[config.mk]
export PLATFORM = sky130hd
export DESIGN_NAME = aes_spi_master_flat
export DESIGN_NICKNAME = d
export VERILOG_FILES = /design/src/rtl/aes_spi_pkg.sv /design/src/rtl/aes_spi_master_if.sv /design/src/rtl/spi_shift_reg.sv /design/src/rtl/aes_spi_master.sv /design/src/flat_wrapper.sv
export SDC_FILE = /design/constraint.sdc
export NUM_CORES = 1
export LEC_CHECK = 0
export BUFFER_PORTS_ARGS = -buffer_cell sky130_fd_sc_hd__buf_4
export CAP_MARGIN = 25
export CORE_AREA = 2 2 152 214
export DETAILED_ROUTE_END_ITERATION = 7
export DIE_AREA = 0 0 154 216
export GPL_TIMING_DRIVEN = 1
export PLACE_DENSITY = 0.81
export SKIP_CTS_REPAIR_TIMING = 1
export SLEW_MARGIN = 20
export SYNTH_ARGS = -nofsm -noshare
export SYNTH_HDL_FRONTEND = slang
export SYNTH_SLANG_ARGS = --single-unit
[constraint.sdc]
create_clock -name clk -period 3.6 [get_ports clk]
set_input_delay 0.36 -clock clk [delete_from_list [all_inputs] [get_ports clk]]
set_output_delay 0.36 -clock clk [all_outputs]
set_load 0.005 [all_outputs]
[src/rtl/aes_spi_pkg.sv]
// Shared types, widths and helpers for the AES SPI master and its sub-blocks.
package aes_spi_pkg;

  localparam int unsigned BLK_BITS = 128;
  localparam int unsigned CNT_W    = 9;

  typedef enum logic [2:0] {
    ST_IDLE     = 3'd0,
    ST_SEND_MSG = 3'd1,
    ST_SEND_KEY = 3'd2,
    ST_WAIT     = 3'd3,
    ST_RECV     = 3'd4
  } state_t;

  function automatic int unsigned key_bits(input int unsigned nk);
    return 32 * nk;
  endfunction

endpackage

[src/rtl/aes_spi_master_if.sv]
// Request/response and serial-line bundle between the AES SPI master and its user/slave.
interface aes_spi_master_if
  import aes_spi_pkg::*;
#(
  parameter int unsigned NK = 4
) ();

  logic                     start;
  logic [BLK_BITS-1:0]      msg;
  logic [key_bits(NK)-1:0]  key;
  logic                     mode_in;
  logic                     mode;
  logic                     SIMO;
  logic                     SOMI;
  logic                     busy;
  logic                     done;
  logic [BLK_BITS-1:0]      result;

  modport master (
    input  start, msg, key, mode_in, SOMI,
    output mode, SIMO, busy, done, result
  );

  modport slave (
    output start, msg, key, mode_in, SOMI,
    input  mode, SIMO, busy, done, result
  );

endinterface

[src/rtl/spi_shift_reg.sv]
// Right-shifting register: parallel load, serial in at MSB, low QW bits exposed (q[0] is the serial out).
module spi_shift_reg #(
  parameter int unsigned W  = 8,
  parameter int unsigned QW = W
) (
  input  logic          clk,
  input  logic          rst,
  input  logic          load,
  input  logic          shift,
  input  logic [W-1:0]  din,
  input  logic          sin,
  output logic [QW-1:0] q
);

  logic [W-1:0] r;

  always_ff @(posedge clk) begin
    if (rst) begin
      r <= '0;
    end else if (load) begin
      r <= din;
    end else if (shift) begin
      r <= {sin, r[W-1:1]};
    end
  end

  assign q = r[QW-1:0];

endmodule

[src/rtl/aes_spi_master.sv]
// Serialises block+key to the AES slave, waits out its processing time, then deserialises the result.
// Optional chip select output cs_n is enabled by defining AES_SPI_CS_EN.
module aes_spi_master
  import aes_spi_pkg::*;
#(
  parameter int unsigned NK          = 4,
  parameter int unsigned NR          = 10,
  parameter int unsigned WAIT_CYCLES = 16
) (
  input  logic              clk,
  input  logic              rst,
  aes_spi_master_if.master  bus
`ifdef AES_SPI_CS_EN
  ,
  output logic              cs_n
`endif
);

  localparam int unsigned KB   = key_bits(NK);
  localparam int unsigned TX_W = BLK_BITS + KB;

  localparam logic [CNT_W-1:0] MSG_LAST  = CNT_W'(BLK_BITS - 1);
  localparam logic [CNT_W-1:0] KEY_LAST  = CNT_W'(KB - 1);
  localparam logic [CNT_W-1:0] WAIT_LAST = CNT_W'(WAIT_CYCLES - 1);
  // First result bit is taken on the WAIT exit edge, so RECV covers the remaining 127.
  localparam logic [CNT_W-1:0] RECV_LAST = CNT_W'(BLK_BITS - 2);

  if (NK != 4 && NK != 6 && NK != 8) begin : g_bad_nk
    $error("aes_spi_master: NK must be 4, 6 or 8");
  end
  if (NR != NK + 6) begin : g_bad_nr
    $error("aes_spi_master: NR does not pair with NK");
  end
  if (WAIT_CYCLES < 1 || WAIT_CYCLES > (1 << CNT_W)) begin : g_bad_wait
    $error("aes_spi_master: WAIT_CYCLES out of range");
  end

  state_t              state;
  logic [CNT_W-1:0]    cnt;
  logic                busy_q;
  logic                done_q;
  logic                mode_q;
  logic [0:0]          tx_lsb;
  logic [BLK_BITS-1:0] rx_q;

  logic accept_c;
  logic tx_shift_c;
  logic rx_shift_c;
  logic recv_end_c;

  assign accept_c   = (state == ST_IDLE) && bus.start;
  assign tx_shift_c = (state == ST_SEND_MSG) || (state == ST_SEND_KEY);
  assign rx_shift_c = ((state == ST_WAIT) && (cnt == WAIT_LAST)) || (state == ST_RECV);
  assign recv_end_c = (state == ST_RECV) && (cnt == RECV_LAST);

  // TX drains to all-zero after the key phase, which keeps SIMO low in WAIT/RECV/IDLE.
  spi_shift_reg #(.W(TX_W), .QW(1)) u_tx (
    .clk   (clk),
    .rst   (rst),
    .load  (accept_c),
    .shift (tx_shift_c),
    .din   ({bus.key, bus.msg}),
    .sin   (1'b0),
    .q     (tx_lsb)
  );

  spi_shift_reg #(.W(BLK_BITS), .QW(BLK_BITS)) u_rx (
    .clk   (clk),
    .rst   (rst),
    .load  (1'b0),
    .shift (rx_shift_c),
    .din   ('0),
    .sin   (bus.SOMI),
    .q     (rx_q)
  );

  // Transaction sequencer; counter restarts at every state entry.
  always_ff @(posedge clk) begin
    if (rst) begin
      state  <= ST_IDLE;
      cnt    <= '0;
      busy_q <= 1'b0;
      done_q <= 1'b0;
      mode_q <= 1'b0;
    end else begin
      done_q <= 1'b0;
      cnt    <= cnt + CNT_W'(1);
      case (state)
        ST_IDLE: begin
          cnt <= '0;
          if (bus.start) begin
            state  <= ST_SEND_MSG;
            busy_q <= 1'b1;
            mode_q <= bus.mode_in;
          end
        end
        ST_SEND_MSG: begin
          if (cnt == MSG_LAST) begin
            state <= ST_SEND_KEY;
            cnt   <= '0;
          end
        end
        ST_SEND_KEY: begin
          if (cnt == KEY_LAST) begin
            state <= ST_WAIT;
            cnt   <= '0;
          end
        end
        ST_WAIT: begin
          if (cnt == WAIT_LAST) begin
            state <= ST_RECV;
            cnt   <= '0;
          end
        end
        ST_RECV: begin
          if (cnt == RECV_LAST) begin
            state  <= ST_IDLE;
            cnt    <= '0;
            busy_q <= 1'b0;
            done_q <= 1'b1;
          end
        end
        default: begin
          state  <= ST_IDLE;
          cnt    <= '0;
          busy_q <= 1'b0;
        end
      endcase
    end
  end

`ifdef AES_SPI_CS_EN
  // Select frames the whole transaction, from accept to the done-raising edge.
  always_ff @(posedge clk) begin
    if (rst) begin
      cs_n <= 1'b1;
    end else if (accept_c) begin
      cs_n <= 1'b0;
    end else if (recv_end_c) begin
      cs_n <= 1'b1;
    end
  end
`endif

  assign bus.busy   = busy_q;
  assign bus.done   = done_q;
  assign bus.mode   = mode_q;
  assign bus.SIMO   = tx_lsb[0];
  assign bus.result = rx_q;

endmodule

[src/flat_wrapper.sv]
// flat-port wrapper written by rule: the top's interface ports become plain ports
module aes_spi_master_flat import aes_spi_pkg::*;
#(
  parameter int unsigned NK          = 4,
  parameter int unsigned NR          = 10,
  parameter int unsigned WAIT_CYCLES = 16
)
  (clk, rst, bus_start, bus_msg, bus_key, bus_mode_in, bus_SOMI, bus_mode, bus_SIMO, bus_busy, bus_done, bus_result);
  aes_spi_master_if #(.NK(NK)) bus_i ();
  input  logic clk;
  input  logic rst;
  input wire logic [$bits(bus_i.start)-1:0] bus_start;
  input wire logic [$bits(bus_i.msg)-1:0] bus_msg;
  input wire logic [$bits(bus_i.key)-1:0] bus_key;
  input wire logic [$bits(bus_i.mode_in)-1:0] bus_mode_in;
  input wire logic [$bits(bus_i.SOMI)-1:0] bus_SOMI;
  output wire logic [$bits(bus_i.mode)-1:0] bus_mode;
  output wire logic [$bits(bus_i.SIMO)-1:0] bus_SIMO;
  output wire logic [$bits(bus_i.busy)-1:0] bus_busy;
  output wire logic [$bits(bus_i.done)-1:0] bus_done;
  output wire logic [$bits(bus_i.result)-1:0] bus_result;
  assign bus_i.start = bus_start;
  assign bus_i.msg = bus_msg;
  assign bus_i.key = bus_key;
  assign bus_i.mode_in = bus_mode_in;
  assign bus_i.SOMI = bus_SOMI;
  assign bus_mode = bus_i.mode;
  assign bus_SIMO = bus_i.SIMO;
  assign bus_busy = bus_i.busy;
  assign bus_done = bus_i.done;
  assign bus_result = bus_i.result;
  aes_spi_master #(.NK(NK), .NR(NR), .WAIT_CYCLES(WAIT_CYCLES)) u_core (.clk(clk), .rst(rst), .bus(bus_i));
endmodule
### Word level (Yosys, flattened, before mapping)

Cells that the tools add are included.

* output and inout bits: 132
* logic and storage cells: 50
* bits of input ports: 261
* bits in registers: 399

* reductions and logical operators: 12
* eq/ne operators: 12
* add/subtract/negate cells: 1
* muxes and demuxes: 16
* bitwise logic cells: 2

Operator list (number)
* two-way mux 256 bit: 2
* two-way mux 9 bit: 3
* case mux 9 bit (3 select lines): 1
* == test 9 x 7 -> 1 bit (second input constant): 2
* two-way mux 3 bit: 5
* case mux 3 bit (5 select lines): 1
* inequality test 2 bit (second input constant): 5
* adder 9 x 1 -> 9 bit (second input constant): 1
* == test 9 x 4 -> 1 bit (second input constant): 1
* == test 3 x 2 -> 1 bit (second input constant): 2
* AND reduction 5 bit: 1
* OR reduction 2 bit: 2
* == test 3 x 1 -> 1 bit (second input constant): 1
* == test 3 bit (second input constant): 1
* zero test 3 bit: 1
* two-way mux 1 bit: 3
* case mux 1 bit (3 select lines): 1
* AND reduction 3 bit: 1
* OR reduction 3 bit: 1
* logical AND 1 bit: 2
* logical OR 1 bit: 2
* NOT 1 bit: 2
* AND reduction 2 bit: 1
* nonzero test 2 bit: 1

### Longest topological paths before layout

Gate-level depths: netlist of the first run.

* depth after elaboration: 4
* gate-level depth with buffers: 8
* gate-level depth less buffers: 5

### Cells and area by module

A second synthesis of the first run with hierarchy kept.

* cell total of the unflattened synthesis: 1785
* area total of the unflattened synthesis: 20529.7 sq um

By module, submodules not included
* spi_shift_reg (u_core.u_tx): area each 13137.6 sq um, times used 1, seq. area each 5124.9 sq um, cells each 1138
* spi_shift_reg (u_core.u_rx): area each 6658.9 sq um, times used 1, seq. area each 2562.5 sq um, cells each 569
* aes_spi_master: area each 733.2 sq um, times used 1, seq. area each 300.3 sq um, cells each 78

### Worst setup path after synthesis of the first run

Ideal clock, no wire load.

* kind: register to register
* from: reg u_core.cnt[0]
* to: reg u_core.state[0]
* path buffers: 0
* clock period less this slack: 1.770 ns
* arrival time: 1.646 ns
* required time: 3.477 ns
* cell stages (with the launch flop): 6
* setup time: 0.123 ns
* slack: 1.830 ns
* cells stage by stage: dfxtp_1 > ha_1 > nor4b_4 > a21boi_2 > nor4_2 > mux2_1

* cells in the longest elaborated chain, start to end: 3
* elaborated cells on any way between the ends: 8
* classes of those cells: eq/ne: 7; reduce/logical: 1

Ends and longest elaborated chain
* start, declared: line aes_spi_master.sv:39 `logic [CNT_W-1:0] cnt;`
* start signal, assigned: line aes_spi_master.sv:87 `cnt <= cnt + CNT_W'(1);`
* == test 9 x 7 -> 1 bit (tied with other cells)
* inequality test 2 bit (no line)
* AND reduction 5 bit (no line) (*)
* end signal, assigned: line aes_spi_master.sv:80 `state <= ST_IDLE;`
* end signal, assigned: line aes_spi_master.sv:92 `state <= ST_SEND_MSG;`
* end signal, assigned: line aes_spi_master.sv:99 `state <= ST_SEND_KEY;`
* end, declared: line aes_spi_master.sv:38 `state_t state;`

Mark *: on every way between the ends. The rest lies on a longest branch, timed or not.
A chain may end at the register's enable or synchronous reset.

### Final worst setup path of the first run

* from: reg u_core.state[0]
* to: reg u_core.u_tx.r[149]

* cells in the longest elaborated chain, start to end: 3
* elaborated cells on any way between the ends: 7
* classes of those cells: eq/ne: 2; mux: 1; reduce/logical: 4

Ends and longest elaborated chain
* == test 3 x 1 -> 1 bit (tied with other cells): line aes_spi_master.sv:52 `assign tx_shift_c = (state == ST_SEND_MSG) || (state == ST_SEND_KEY);`
* logical OR 1 bit or logical AND 1 bit (tied branches): line aes_spi_master.sv:52, aes_spi_master.sv:51
* nonzero test 2 bit (no line) or two-way mux 256 bit (tied branches)
* end signal, assigned: line spi_shift_reg.sv:21 `r <= din;`
* end signal, assigned: line spi_shift_reg.sv:23 `r <= {sin, r[W-1:1]};`
* end, declared: line spi_shift_reg.sv:15 `logic [W-1:0] r;`

Several ways; a longest one is shown, not always the timed one.

==> out/results.tsv, run 1 <==
metric	value	unit
top-area cell type share of the netlist area	0.468	
Initial Util	0.545	
routability congestion estimate	0.832	
Ant. Diodes	0	
CORE AREA	31300	µm²
Post-route DRC	0	
Critical Path Sink Type	flip-flop	
site row count	77	
WP data arrival	2.77	ns
1st-pass router iterations	8	
Total GRT Usage	0.259	
Root Buffer	clkbuf_16	
Max-slew headroom	0.551	
Post-synth EDFFs	0	
pin count of the biggest net entering global routing	146	
crit-path max cell delay	0.59	ns
Final Setup Violations	0	
top cell type by total area after synthesis	dfxtp_1	
IO Count	393	
synthesized flop and latch total	399	
top cells by area, synth	dfxtp_1 47%, nand2_1 15%, a311oi_1 13%	
global-route wire length before repair	72.5	mm
CTS Buf Count	39	
port buffer count	392	
Leakage	7.93	nW
Layout Cells excl Fill	2748	
synthesized area	17100	µm²
fin crit period	2.36	ns
critical path class	flip-flop to flip-flop	
Power Density	732	nW/µm²
Iter 0 DRT Violations	1105	
Syn Nets	2325	
worst skew pair latency	0.53	ns
Area Overhead vs Synth	23.8	%
top_reg_cell synth	dfxtp_1	
clock-pin slew on the worst setup and hold paths	0.07	ns
CP startpoint kind	flip-flop	
DP Wirelength	29.4	mm
Post-Synthesis Cells	2062	
Synth top cells by count	668 x nand2_1, 399 x dfxtp_1, 264 x nor2_1, 244 x a311oi_1	
setup tns final	0	ns
post-DR wirelength/cell	16.3	µm
vias in the first global route	15000	
initial antenna violation count	0	
Hold Vio Cnt, Final	0	
Hold Path Class	primary input to flip-flop	
DP Worst Slack	1.25	ns
VDD IR-drop max	0.000782	V
htree depth	2	
crit path max fanout	89	
max-slew violations	0	
nets	2589	
CP Data Required Time	4.01	ns
highest clock rate	424	MHz
Setup Skew	0.0131	ns
max cap viols	0	
async set or reset register ratio after synthesis	0	
CP max-delay cell	dfxtp_1	
Layout Utilization	0.674	
Chip Width	154	µm
routed vias/inst	5.60	
Avg Cell Area, Syn	8.27	µm²
Yosys cell types	47	
total congestion overflow	0	
Die Span Y	216	µm
total power	15.5	mW
via count	15400	
Worst Tran Pin Value	0.672	ns
RSZ-0062 raised after global routing	false	
placed insts	2680	
clk sinks	399	
Die ar.	33300	µm²
Routed WL	44.8	mm
outcome	complete, no violations	
cell with the most instances after synthesis	nand2_1	
CTS Buffer Depth	3	
worst setup margin	1.24	ns
antenna-violating nets left	0	
period utilisation layout	0.656	
YS warnings	0	
cells along the critical path	xnor2_2, nor2_4, buf_12, nand2_1, a311oi_1	
share of post-route cells with drive strength above 1	0.298	
CTS tree	built	
part of the Yosys area used for sequential elements	0.468	
-- registers in the layout, indices dropped and copies added (netlist names) --
| signal | cells |
|---|---|
| u_core.bus.busy | 1 |
| u_core.bus.done | 1 |
| u_core.bus.mode | 1 |
| u_core.cnt | 9 |
| u_core.state | 3 |
| u_core.u_rx.q | 128 |
| u_core.u_tx.r | 256 |
-- layout by cell type (no fill, tap or decap), types with 2 or more instances in the layout --
master,n
a21oi_1,34
a21oi_2,100
a311oi_1,244
a311oi_2,10
and3_1,2
buf_12,14
buf_4,399
bufinv_16,4
clkbuf_1,6
clkbuf_16,41
clkbuf_8,12
clkinv_2,2
dfxtp_1,399
ha_1,2
mux2_1,2
nand2_1,668
nand2_2,100
nand3_1,8
nand3b_1,2
nor2_1,264
nor2_4,2
nor2b_1,2
nor3_1,2
o21bai_1,2
xnor2_1,3
xor2_1,4
-- stage by stage --
step / instance area [µm²] / hold WS, ns
after floorplan: 17100 / 0.426
after global placement: 19700 / 0.438
after detailed placement: 19700 / 0.457
after CTS: 21100 / 0.0662
after global routing: 21100 / 0.0759
final: 21100 / 0.0767
-- layout make-up --
type / count / area [µm²]
Clock buffer: 59 / 1210
Clock inverter: 9 / 155
Fill cell: 2466 / 10200
Inverter: 1 / 3.75
Multi-Input combinational cell: 1471 / 7970
Sequential cell: 399 / 7990
Tap cell: 395 / 494
Timing Repair Buffer: 414 / 3290
-- layer usage --
metal  part of all wire  wire (µm)  GRT usage
met1               0.39      17600      0.311
met2               0.49      21800      0.437
met3              0.078       3470     0.0671
met4              0.041       1840      0.113
met5                  0          0          0
-- power by group --
group          internal (mW)  switching (mW)  leakage [nW]
clock                   2.61            1.71         0.672
combinational           1.63            3.32          3.98
sequential              5.56           0.625          3.27
total                   9.81            5.65          7.93
-- cell families (layout without fill, tap and decap cells) --
group                    after synthesis  count (layout)  share of synthesized area
AO/OA/AOI/OAI                        399             399                      0.204
buffers and inverters                192             483                     0.0660
AND/OR/NAND/NOR                     1060            1060                      0.254
XOR/XNOR                               8               8                    0.00455
flip-flops                           399             399                      0.468
adder cells (fa/ha/maj)                2               2                    0.00147
multiplexers                           2               2                    0.00132
-- critical path: cells and delay by family, from the launching register on --
family / cells / cell delay (ns)
AO/OA/AOI/OAI: 1 / 0.34
XOR/XNOR: 1 / 0.20
buffers and inverters: 1 / 0.38
flip-flops: 1 / 0.59
AND/OR/NAND/NOR: 2 / 0.66
-- final timing paths --
path | startpoint | endpoint | slack, ns | cells after the start
hold / removal | bus_mode_in | u_core.bus.mode$_SDFFE_PP0P_ | 0.08 | 3
setup / recovery | u_core.state[0]$_SDFFE_PP0P_ | u_core.u_tx.r[149]$_SDFFE_PP0P_ | 1.24 | 5
setup reg to reg | u_core.state[0]$_SDFFE_PP0P_ | u_core.u_tx.r[149]$_SDFFE_PP0P_ | 1.24 | 5
hold reg to reg | u_core.cnt[0]$_SDFF_PP0_ | u_core.cnt[0]$_SDFF_PP0_ | 0.46 | 1
(Power assumes the default switching activity.)
==> run 2, diff against run 1 <==
Settings changed: CORE_AREA 2 2 152 214 to 2 2 154 216, DIE_AREA 0 0 154 216 to 0 0 156 218, PLACE_DENSITY 0.81 to 0.8.
Clock period 3.6 ns to 2.45 ns, I/O delays scaled along.
==> out/results.tsv, run 2 (synthesis gave the netlist of run 1 again) <==
metric	value	unit
outcome	complete, no violations	
site row count	78	
antenna-violating nets left	0	
Total GRT Usage	0.261	
Hold Path Class	primary input to flip-flop	
Ant. Diodes	0	
flop2flop setup slack	0.25	ns
grt peak-use layer	met2	
CTS tree	built	
most frequent cells in the layout	668 x nand2_1, 423 x buf_4, 399 x dfxtp_1, 264 x nor2_1, 244 x a311oi_1	
max-slew violations	0	
Hold Vio Cnt, Final	0	
global-route wire length before repair	73.3	mm
DP Wirelength	31.1	mm
setup tns final	0	ns
Iter 0 DRT Violations	1223	
max cap viols	0	
R2R Path End	u_core.u_rx.q[35]$_SDFFE_PP0P_	
clock-pin slew on the worst setup and hold paths	0.06	ns
crit path max fanout	34	
Die ar.	34000	µm²
Max-slew headroom	0.581	
post-DR wirelength/cell	16.7	µm
CTS Buffer Depth	3	
Root Buffer	clkbuf_16	
Chip Width	156	µm
CP Launch Point	u_core.cnt[0]$_SDFF_PP0_	
met2 usage	0.440	
routed vias/inst	5.60	
Post-DP Area	20100	µm²
CTS Buf Count	38	
Hold Startpoint	bus_msg[98]	
period utilisation layout	0.897	
max FFs per register	256	
Worst Tran Pin Value	0.620	ns
Routed WL	46.4	mm
crit-path max cell delay	0.48	ns
Power Density	1080	nW/µm²
FF-to-FF Start	u_core.cnt[0]$_SDFF_PP0_	
port buffer count	392	
1st-pass router iterations	5	
total power	23.2	mW
htree depth	2	
WP data arrival	2.65	ns
critical path class	flip-flop to flip-flop	
clk sinks	399	
pin count of the biggest net entering global routing	82	
CORE AREA	32100	µm²
IO Count	393	
most common cell after layout, fill and taps aside	nand2_1	
CP Data Required Time	2.91	ns
VDD IR-drop max	0.000689	V
Critical Path Sink Type	flip-flop	
RSZ-0062 raised after global routing	false	
via count	15600	
GR Util met1	0.318	
Setup Skew	0.0140	ns
routability congestion estimate	0.847	
Die Span Y	218	µm
Area Overhead vs Synth	25.7	%
worst skew pair latency	0.53	ns
vias in the first global route	14800	
highest clock rate	455	MHz
cells along the critical path	ha_1, nor4b_4, a32o_4, buf_12, nand2_2, a21oi_2	
Final Instance Area	21400	µm²
Setup crit end	u_core.u_rx.q[35]$_SDFFE_PP0P_	
share of post-route cells with drive strength above 1	0.305	
Leakage	8.10	nW
nets	2622	
CP startpoint kind	flip-flop	
fin crit period	2.20	ns
Top reg by flops	u_core.u_tx.r	
initial antenna violation count	0	
met3 usage	0.0582	
Initial Util	0.531	
total congestion overflow	0	
CP max-delay cell	a32o_4	
R2R cell count	6	
Final Setup Violations	0	
Post-route DRC	0	
run 2: worst min-delay path by stage:
stage,end,cells past startpoint
2_1_floorplan,u_core.bus.mode$_SDFFE_PP0P_,2
3_3_place_gp,u_core.cnt[0]$_SDFF_PP0_,1
3_5_place_dp,u_core.cnt[0]$_SDFF_PP0_,1
4_1_cts,u_core.u_rx.q[127]$_SDFFE_PP0P_,3
5_1_grt,u_core.u_tx.r[70]$_SDFFE_PP0P_,3
6_report,u_core.u_tx.r[98]$_SDFFE_PP0P_,3
run 2: power by group:
| part | total, mW | switching, mW | internal (mW) |
|---|---|---|---|
| sequential | 9.10 | 0.920 | 8.18 |
| clock | 6.24 | 2.48 | 3.76 |
| combinational | 7.82 | 5.06 | 2.76 |
| total | 23.2 | 8.46 | 14.7 |
run 2: area by class of cell:
class | count | area [µm²]
Sequential cell | 399 | 7990
Multi-Input combinational cell | 1471 | 7970
Clock inverter | 9 | 170
Timing Repair Buffer | 448 | 3650
Inverter | 1 | 3.75
Fill cell | 2556 | 10700
Clock buffer | 58 | 1150
Tap cell | 400 | 500
run 2: through the flow:
stage,cells,hold slack (ns),setup slack [ns],util
floorplan,2062,0.381,0.680,-
global placement,2717,0.440,0.394,0.626
detailed placement,2717,0.458,0.284,0.626
CTS,2784,-0.0292,0.252,0.667
global route,2786,0.00175,0.145,0.668
finish,2786,0.00319,0.253,0.668
run 2: metal layers:
metal | share of wire | routed length (µm) | vias to the layer above
met2 | 0.49 | 22700 | 540
met5 | 0 | 0 | -
met4 | 0.040 | 1880 | 0
met1 | 0.40 | 18600 | 7370
met3 | 0.071 | 3320 | 105
li1 | - | - | 7600
run 2: critical path: cells and delay by family, from the launching register on:
| kind | cells | cell delay (ns) |
|---|---|---|
| simple gates | 2 | 0.52 |
| flops | 1 | 0.37 |
| fa+ha+maj | 1 | 0.29 |
| compound gates | 2 | 0.64 |
| buf+inv | 1 | 0.29 |
